[src/rtl/inst_fetch_queue_if.sv]
// inst_fetch_queue_if: bundles the redirect, instruction-SRAM and ID-side
// handshake signals of the decoupled fetch queue. The fetch queue itself
// uses the master view. The surrounding pipeline, SRAM and testbench use
// the slave view.
interface inst_fetch_queue_if;
    // Redirect from ID (branch/jump).
    logic        redirect_valid;
    logic [31:0] redirect_pc;

    // Synchronous instruction SRAM, one-cycle read latency.
    logic        inst_sram_en;
    logic [31:0] inst_sram_addr;
    logic [31:0] inst_sram_rdata;

    // {pc,inst} stream towards ID.
    logic        out_valid;
    logic [31:0] out_pc;
    logic [31:0] out_inst;
    logic        out_ready;

    modport master (
        input  redirect_valid,
        input  redirect_pc,
        output inst_sram_en,
        output inst_sram_addr,
        input  inst_sram_rdata,
        output out_valid,
        output out_pc,
        output out_inst,
        input  out_ready
    );

    modport slave (
        output redirect_valid,
        output redirect_pc,
        input  inst_sram_en,
        input  inst_sram_addr,
        output inst_sram_rdata,
        input  out_valid,
        input  out_pc,
        input  out_inst,
        output out_ready
    );
endinterface

[src/rtl/inst_fetch_queue.sv]
// inst_fetch_queue: decoupled IF stage. It issues sequential fetches to a
// synchronous instruction SRAM with one-cycle read latency. It buffers the
// returned {pc,inst} pairs in a DEPTH-entry FIFO and hands them to ID under
// valid/ready backpressure.
// A redirect flushes the FIFO, drops the in-flight response and restarts
// fetch at the redirect address in the same cycle.
// Optional feature macro: IFQ_BYPASS_EN. When it is defined, a response that
// arrives while the FIFO is empty is presented to ID in the same cycle. When
// it is not defined, every response passes through the FIFO first.
module inst_fetch_queue #(
    parameter int unsigned DEPTH    = 4,
    parameter logic [31:0] RESET_PC = 32'h1c000000
) (
    input  logic                   clk,
    input  logic                   reset,
    inst_fetch_queue_if.master     io_ifq
);

    localparam int unsigned PTR_W = (DEPTH > 1) ? $clog2(DEPTH) : 1;
    localparam int unsigned CNT_W = $clog2(DEPTH + 1);
    localparam logic [CNT_W:0] DEPTH_OCC = (CNT_W + 1)'(DEPTH);

    // Architectural state.
    logic [31:0]      r_fetch_pc;
    logic             r_req_pending;
    logic [31:0]      r_req_pc;
    logic [PTR_W-1:0] r_rd_ptr;
    logic [PTR_W-1:0] r_wr_ptr;
    logic [CNT_W-1:0] r_count;
    logic [31:0]      r_mem_pc   [DEPTH];
    logic [31:0]      r_mem_inst [DEPTH];

    // Combinational control.
    logic             w_redirect;
    logic [31:0]      w_redirect_addr;
    logic             w_resp_valid;
    logic             w_fifo_valid;
    logic             w_bypass;
    logic             w_out_valid;
    logic             w_pop;
    logic             w_fifo_pop;
    logic             w_push;
    logic [CNT_W:0]   w_occupancy;
    logic             w_issue;
    logic [31:0]      w_fetch_addr;
    logic [31:0]      w_out_pc;
    logic [31:0]      w_out_inst;
    logic             w_unused_pc_lsb;

    // The low address bits of a redirect are always forced to zero.
    assign w_unused_pc_lsb = &{1'b0, io_ifq.redirect_pc[1:0]};

    assign w_redirect      = io_ifq.redirect_valid;
    assign w_redirect_addr = {io_ifq.redirect_pc[31:2], 2'b00};

    // A response is only useful if no redirect kills it on arrival.
    assign w_resp_valid = r_req_pending & ~w_redirect;
    assign w_fifo_valid = (r_count != '0);

`ifdef IFQ_BYPASS_EN
    // An empty FIFO lets the arriving response go straight to ID.
    assign w_bypass   = ~w_fifo_valid & w_resp_valid;
    assign w_out_pc   = w_bypass ? r_req_pc               : r_mem_pc[r_rd_ptr];
    assign w_out_inst = w_bypass ? io_ifq.inst_sram_rdata : r_mem_inst[r_rd_ptr];
`else
    assign w_bypass   = 1'b0;
    assign w_out_pc   = r_mem_pc[r_rd_ptr];
    assign w_out_inst = r_mem_inst[r_rd_ptr];
`endif

    assign w_out_valid = ~reset & (w_fifo_valid | w_bypass);
    assign w_pop       = w_out_valid & io_ifq.out_ready;

    // A bypassed entry never enters the FIFO if ID takes it at once.
    assign w_fifo_pop = w_pop & ~w_bypass;
    assign w_push     = w_resp_valid & ~(w_bypass & io_ifq.out_ready);

    // Credit check: the entries held, plus the one in flight, minus the one
    // leaving this cycle, must leave room for the new request's response.
    assign w_occupancy = {1'b0, r_count}
                       + {{CNT_W{1'b0}}, r_req_pending}
                       - {{CNT_W{1'b0}}, w_pop};
    assign w_issue      = ~reset & (w_redirect | (w_occupancy < DEPTH_OCC));
    assign w_fetch_addr = w_redirect ? w_redirect_addr : r_fetch_pc;

    assign io_ifq.inst_sram_en   = w_issue;
    assign io_ifq.inst_sram_addr = w_fetch_addr;
    assign io_ifq.out_valid      = w_out_valid;
    assign io_ifq.out_pc         = w_out_pc;
    assign io_ifq.out_inst       = w_out_inst;

    // Fetch address and in-flight request tracking.
    always_ff @(posedge clk) begin
        if (reset) begin
            r_fetch_pc    <= RESET_PC;
            r_req_pending <= 1'b0;
            r_req_pc      <= RESET_PC;
        end else if (w_issue) begin
            r_fetch_pc    <= w_fetch_addr + 32'd4;
            r_req_pending <= 1'b1;
            r_req_pc      <= w_fetch_addr;
        end else begin
            r_req_pending <= 1'b0;
        end
    end

    // FIFO pointers and occupancy. A redirect empties the FIFO.
    always_ff @(posedge clk) begin
        if (reset || w_redirect) begin
            r_rd_ptr <= '0;
            r_wr_ptr <= '0;
            r_count  <= '0;
        end else begin
            if (w_push) begin
                r_wr_ptr <= r_wr_ptr + 1'b1;
            end
            if (w_fifo_pop) begin
                r_rd_ptr <= r_rd_ptr + 1'b1;
            end
            r_count <= r_count
                     + {{(CNT_W-1){1'b0}}, w_push}
                     - {{(CNT_W-1){1'b0}}, w_fifo_pop};
        end
    end

    // FIFO storage. It needs no reset because the count qualifies every read.
    always_ff @(posedge clk) begin
        if (!reset && w_push) begin
            r_mem_pc[r_wr_ptr]   <= r_req_pc;
            r_mem_inst[r_wr_ptr] <= io_ifq.inst_sram_rdata;
        end
    end

endmodule

[src/flat_wrapper.sv]
// flat-port wrapper written by rule: the top's interface ports become plain ports
module inst_fetch_queue_flat 
#(
    parameter int unsigned DEPTH    = 4,
    parameter logic [31:0] RESET_PC = 32'h1c000000
)
  (clk, reset, io_ifq_redirect_valid, io_ifq_redirect_pc, io_ifq_inst_sram_en, io_ifq_inst_sram_addr, io_ifq_inst_sram_rdata, io_ifq_out_valid, io_ifq_out_pc, io_ifq_out_inst, io_ifq_out_ready);
  inst_fetch_queue_if io_ifq_i ();
  input  logic clk;
  input  logic reset;
  input wire logic [$bits(io_ifq_i.redirect_valid)-1:0] io_ifq_redirect_valid;
  input wire logic [$bits(io_ifq_i.redirect_pc)-1:0] io_ifq_redirect_pc;
  output wire logic [$bits(io_ifq_i.inst_sram_en)-1:0] io_ifq_inst_sram_en;
  output wire logic [$bits(io_ifq_i.inst_sram_addr)-1:0] io_ifq_inst_sram_addr;
  input wire logic [$bits(io_ifq_i.inst_sram_rdata)-1:0] io_ifq_inst_sram_rdata;
  output wire logic [$bits(io_ifq_i.out_valid)-1:0] io_ifq_out_valid;
  output wire logic [$bits(io_ifq_i.out_pc)-1:0] io_ifq_out_pc;
  output wire logic [$bits(io_ifq_i.out_inst)-1:0] io_ifq_out_inst;
  input wire logic [$bits(io_ifq_i.out_ready)-1:0] io_ifq_out_ready;
  assign io_ifq_i.redirect_valid = io_ifq_redirect_valid;
  assign io_ifq_i.redirect_pc = io_ifq_redirect_pc;
  assign io_ifq_inst_sram_en = io_ifq_i.inst_sram_en;
  assign io_ifq_inst_sram_addr = io_ifq_i.inst_sram_addr;
  assign io_ifq_i.inst_sram_rdata = io_ifq_inst_sram_rdata;
  assign io_ifq_out_valid = io_ifq_i.out_valid;
  assign io_ifq_out_pc = io_ifq_i.out_pc;
  assign io_ifq_out_inst = io_ifq_i.out_inst;
  assign io_ifq_i.out_ready = io_ifq_out_ready;
  inst_fetch_queue #(.DEPTH(DEPTH), .RESET_PC(RESET_PC)) u_core (.clk(clk), .reset(reset), .io_ifq(io_ifq_i));
endmodule
[config.mk]
export PLATFORM = sky130hd
export DESIGN_NAME = inst_fetch_queue_flat
export DESIGN_NICKNAME = d
export VERILOG_FILES = /design/src/rtl/inst_fetch_queue_if.sv /design/src/rtl/inst_fetch_queue.sv /design/src/flat_wrapper.sv
export SDC_FILE = /design/constraint.sdc
export NUM_CORES = 1
export LEC_CHECK = 0
export CELL_PAD_IN_SITES_DETAIL_PLACEMENT = 1
export CELL_PAD_IN_SITES_GLOBAL_PLACEMENT = 2
export CORE_MARGIN = 4
export CORE_UTILIZATION = 44
export DETAILED_ROUTE_END_ITERATION = 7
export PLACE_DENSITY_LB_ADDON = 0.15
export SYNTH_ARGS = -nofsm -noshare
export SYNTH_HDL_FRONTEND = slang
export SYNTH_SLANG_ARGS = --single-unit
export TNS_END_PERCENT = 1
[constraint.sdc]
create_clock -name clk -period 7.59 [get_ports clk]
set_input_delay 1.518 -clock clk [delete_from_list [all_inputs] [get_ports clk]]
set_output_delay 1.518 -clock clk [all_outputs]
set_load 0.03 [all_outputs]
Yosys cells after proc, flatten, opt, wreduce, memory -nomap -nowiden
Memory sizes are Yosys's and may differ from the RTL's. A register that Yosys moved wholly into a read port is not among the register bits.
Index checks and enable logic that the tools add are counted.
Cells by class
  add/sub/neg operators: 7
  order comparisons: 1
  mux-type cells: 8
  bitwise operators: 7
  reductions and logical operators: 4
Operators by type and width (count)
  adder 32 x 3 -> 32 bit (second input constant): 1
  2-to-1 mux 32 bit: 1
  2-to-1 mux 2 bit: 4
  adder 2 x 1 -> 2 bit (second input constant): 2
  adder 3 x 1 -> 4 bit: 1
  bitwise AND 1 bit: 4
  less-than comparator 4 x 3 -> 1 bit (second input constant): 1
  subtractor 4 x 1 -> 4 bit: 1
  adder 3 x 1 -> 3 bit: 1
  2-to-1 mux 1 bit: 3
  nonzero test 3 bit: 1
  subtractor 3 x 1 -> 3 bit: 1
  inverter 1 bit: 2
  logical AND 1 bit: 1
  logical NOT 1 bit: 1
  logical OR 1 bit: 1
  OR 1 bit: 1
Storage, ports and cells
  bits in registers: 72
  RAM bits: 256
  output and inout bits: 98
  memories kept: 2
Memory list
  u_core.r_mem_inst: depth 4, bits a word 32, rd ports 1, clocked after Yosys merged registers in 1, write ports 1, line inst_fetch_queue.sv:31  | logic [31:0] r_mem_inst [DEPTH];
  u_core.r_mem_pc: depth 4, bits a word 32, rd ports 1, clocked after Yosys merged registers in 1, write ports 1, line inst_fetch_queue.sv:30  | logic [31:0] r_mem_pc [DEPTH];

Logic depth before layout (Yosys ltp)
  depth after elaboration: 8
  mapped depth: 13

Least setup slack after synthesis
Ideal clock, no wire load.
  kind: input to output
  from: in reset
  to: out io_ifq_inst_sram_en
  arrival: 3.880 ns
  slack: 2.192 ns
  stages on the path: 8
  buffers on the path: 0
  cell sequence: nor3b_1 -> ha_1 -> inv_1 -> ha_1 -> and3b_1 -> nor4_1 -> nor3_1 -> nor2_1
On the way
  word-level cells in the longest chain between the ends: 7
Ends and longest elaborated chain
  start: declaration: line flat_wrapper.sv:10  | input logic reset;
  inverter 1 bit (*): line inst_fetch_queue.sv:71, inst_fetch_queue.sv:83
  bitwise AND 1 bit: line inst_fetch_queue.sv:71  | assign w_out_valid = ~reset & (w_fifo_valid | w_bypass);
  bitwise AND 1 bit: line inst_fetch_queue.sv:72  | assign w_pop = w_out_valid & io_ifq.out_ready;
  subtractor 4 x 1 -> 4 bit: line inst_fetch_queue.sv:82  | - {{CNT_W{1'b0}}, w_pop};
  less-than comparator 4 x 3 -> 1 bit: line inst_fetch_queue.sv:83  | assign w_issue = ~reset & (w_redirect | (w_occupancy < DEPTH_OCC));
  OR 1 bit: line inst_fetch_queue.sv:83
  bitwise AND 1 bit (*): line inst_fetch_queue.sv:83
  end: declaration: line flat_wrapper.sv:13  | output wire logic [$bits(io_ifq_i.inst_sram_en)-1:0] io_ifq_inst_sram_en;
Every way passes the cells marked *; elsewhere a longest branch is shown, timed or not.

Final worst setup path
  from: in io_ifq_out_ready
  to: out io_ifq_inst_sram_en
On the way
  word-level cells in the longest chain between the ends: 5
Ends and longest elaborated chain
  start: declaration: line flat_wrapper.sv:19  | input wire logic [$bits(io_ifq_i.out_ready)-1:0] io_ifq_out_ready;
  bitwise AND 1 bit: line inst_fetch_queue.sv:72
  net u_core.w_fifo_pop: line inst_fetch_queue.sv:41  | logic w_fifo_pop;
  subtractor 4 x 1 -> 4 bit: line inst_fetch_queue.sv:82
  less-than comparator 4 x 3 -> 1 bit: line inst_fetch_queue.sv:83
  OR 1 bit: line inst_fetch_queue.sv:83
  bitwise AND 1 bit: line inst_fetch_queue.sv:83
The timed path passes the listed nets, and every way through them passes these cells.

==> metrics.cfg <==
[placement]
io_buffers=163
dpl_cell_area_um2=15200
place.gp.congestion=0.820
dp_hpwl_um=19900

[worst_setup_path]
worst_path_dominant_cell_family=simple AND/OR/NAND/NOR gates
cp.required_ns=6.07
path_buf_inv=3
slowest_stage=clkdlybuf4s50_1
worstSetupEndpointType=primary output
crit_fanout=4
worstPathCellList=clkdlybuf4s50_1 -> nor3b_1 -> ha_1 -> inv_1 -> ha_1 -> and3b_1 -> nor4_1 -> nor3_2 -> nor2_1 -> clkdlybuf4s50_1
startpoint_type=primary input
cp.arrival_ns=5.07
slowest_delay_ns=0.74
critical_path_class=in -> out

[sta]
holdWs_ns=0.474
worstMarginPinSlew_ns=1.16
drv_slew=0
setup_violations=0
finalHoldViolations=0
tns_ns=0
fmax_mhz=152
period_needed_ns=6.58
rsz0062_at_grt=no
fin_skew_ns=0.0199
slew-limit-headroom_pct=22.2
min_period_over_period_pct=86.8

[clocking]
cts_made_buffers=36
clk_path_buf_depth=3
cts_tree=yes
clockRootBuffer=clkbuf_16
cts.sinks=328
clk_pin_slew_ns=0.06
cts.htree.levels=2
ctsHoldBuffers=0
ctsResizeCount=0
clk_latency_ns=0.52
postCtsSetupBuffers=0

[synthesis]
synth_compound_area_share_pct=5.62
seq_area_frac_synth_pct=69.1
synth_edf_count=256
synthTopCellsByCount=edfxtp_1, dfxtp_1, mux4_2, nor2_1, nand2_1
yosys.area_share.adder_pct=1.10
synth.most_common_cell=edfxtp_1
synth_top_area_share_pct=58.2
synth_ff_type=edfxtp_1
yosys.area_share.simple_pct=7.57
synth_area_leaders=edfxtp_1, dfxtp_1, mux4_2
postSynthCellCount=798
synth_area_leader_cell=edfxtp_1
async_flop_share_pct=0
yosys_warnings=0
ys_ff_latch=328
synth_top_family_by_area=multiplexers
syn-num-nets=877
synth-xor-area-share_pct=0.929
syn-cell-area_um2=13200
postSynthAreaPerCell_um2=16.5
synth.distinct_cells=66
synthMuxAreaShare_pct=13.3

[power_and_ir_drop]
p_clk_share_pct=41.7
finalPower_mw=4.08
p_leak_nw=5.60
combPwrFrac_pct=8.5
seq_power_share_pct=49.8
cell_internal_pwr_mw=3.15
netSwitchingFraction_pct=22.7
p_switching_mw=0.927
powerDensity_nw_per_um2=249
ir_worst_vdd_mv=0.172

[grt]
grt-ovfl-total=0
track_usage_pct=19.1
grt_antenna_before_repair=2
grt_pass1_vias=8433
grt_max_degree=65
grt_first_pass_wirelength_um=49500

[layout]
areaGrowthSynthToFinish_pct=24.0
design_area_um2=16400
final_nets=1046
n_fill_cell=2788
fin_util_pct=55.3
drive_above_1_share_pct=16.3
multi_input_area_um2=3800
diodes=0
ff_latch_area_um2=9140

[route]
vias=7655
drt_iter0_drc=392
viasPerCell=5.53
detail_route.wl_per_cell_um=22.7
ant_nets=0
dr.pass1.iters=4
routed_wl_um=31400
drc=0

[floorplanning]
fp-row-count=63
num_io_pins=166
core_um2=29600
die_h_um=181
dieArea_um2=32800
die_w_um=181
start_util_pct=44.6

[status]
status=complete, no violations

[job]
maxCapViolCount=0

[worst_hold_path]
hold_class=reg -> reg

[state kept, by name, summed over array words and instances (netlist names), named ones only]
name / cells
u_core.r_req_pending: 1
u_core.r_req_pc: 32
u_core.r_mem_inst: 128
u_core.r_count: 3
u_core.r_fetch_pc: 30
u_core.r_rd_ptr: 2
u_core.r_mem_pc: 128
u_core.r_wr_ptr: 2
[metal layers]
layer  part of all wire (%)  vias to the layer above  wire length, um  track usage (%)
li1                       -                     3500                -                -
met1                     43                     3903            13400             25.3
met2                     50                      201            15600             32.5
met3                    5.5                       47             1740             4.31
met4                    1.9                        4              592             4.59
met5                  0.057                        -               18                0
[per-stage QoR]
step,std cells,setup slack [ns]
6_report,1384,1.01
5_1_grt,1384,0.794
4_1_cts,1384,0.974
3_5_place_dp,1319,1.06
3_3_place_gp,1319,1.07
2_1_floorplan,798,2.19
[cell type report]
| class | count | share of cell area [%] |
|---|---|---|
| Clock buffer | 43 | 5.66 |
| Timing Repair Buffer | 172 | 10.3 |
| Tap cell | 390 | 2.98 |
| Multi-Input combinational cell | 400 | 23.2 |
| Clock inverter | 22 | 1.41 |
| Sequential cell | 328 | 55.8 |
| Inverter | 29 | 0.665 |
[cell usage in the layout (no fill, tap or decap), drive strengths merged, types with 8 or more instances in the layout]
cell type and count:
and2 8, clkdlybuf4s50 161, edfxtp 256, nand3 24, buf 11, inv 30
ha 10, nand2 35, clkbuf 43, nor3 14, mux2i 18, a21oi 18
clkinv 14, and3 11, mux2 12, mux4 64, nand4 13, xnor2 10
a211oi 25, nor2 56, dfxtp 72
[logic make-up (layout without fill, tap and decap cells)]
group | count (synthesis) | count (layout)
XOR/XNOR | 14 | 14
multiplexers | 94 | 94
adder cells (fa/ha/maj) | 11 | 11
buffers and inverters | 70 | 266
flip-flops | 328 | 328
AO/OA/AOI/OAI | 94 | 94
AND/OR/NAND/NOR | 187 | 187
[worst paths after layout]
path                                                    startpoint                                 end  slack [ns]  cells past startpoint
worst max-delay path                              io_ifq_out_ready                 io_ifq_inst_sram_en        1.01                     10
worst min-delay path            u_core.r_fetch_pc[13]$_SDFFE_PP0P_  u_core.r_fetch_pc[13]$_SDFFE_PP0P_        0.47                      2
worst max register to register        u_core.r_count[2]$_SDFF_PP0_  u_core.r_fetch_pc[24]$_SDFFE_PP0P_        3.75                     11
worst min register to register  u_core.r_fetch_pc[13]$_SDFFE_PP0P_  u_core.r_fetch_pc[13]$_SDFFE_PP0P_        0.47                      2
[worst register-to-register path, cell delays in order (launching register included)]
cell	delay [ns]
dfxtp_1	0.38
nor3_1	0.11
nor3b_1	0.60
ha_1	0.26
inv_1	0.04
ha_1	0.25
and3b_1	0.20
or4_1	0.56
nand3_2	0.53
buf_4	0.46
o2111a_1	0.27
a311o_1	0.12
[power by group through the flow]
stage                     sequential (mW)  combinational (mW)  clock, mW
after floorplan                      2.06               0.199          0
after global placement               2.06               0.339          0
after detailed placement             2.07               0.348          0
after CTS                            2.03               0.351       1.75
after global routing                 2.04               0.373       1.83
final                                2.03               0.346       1.70
No activity file was read; power rests on OpenSTA's default activity.
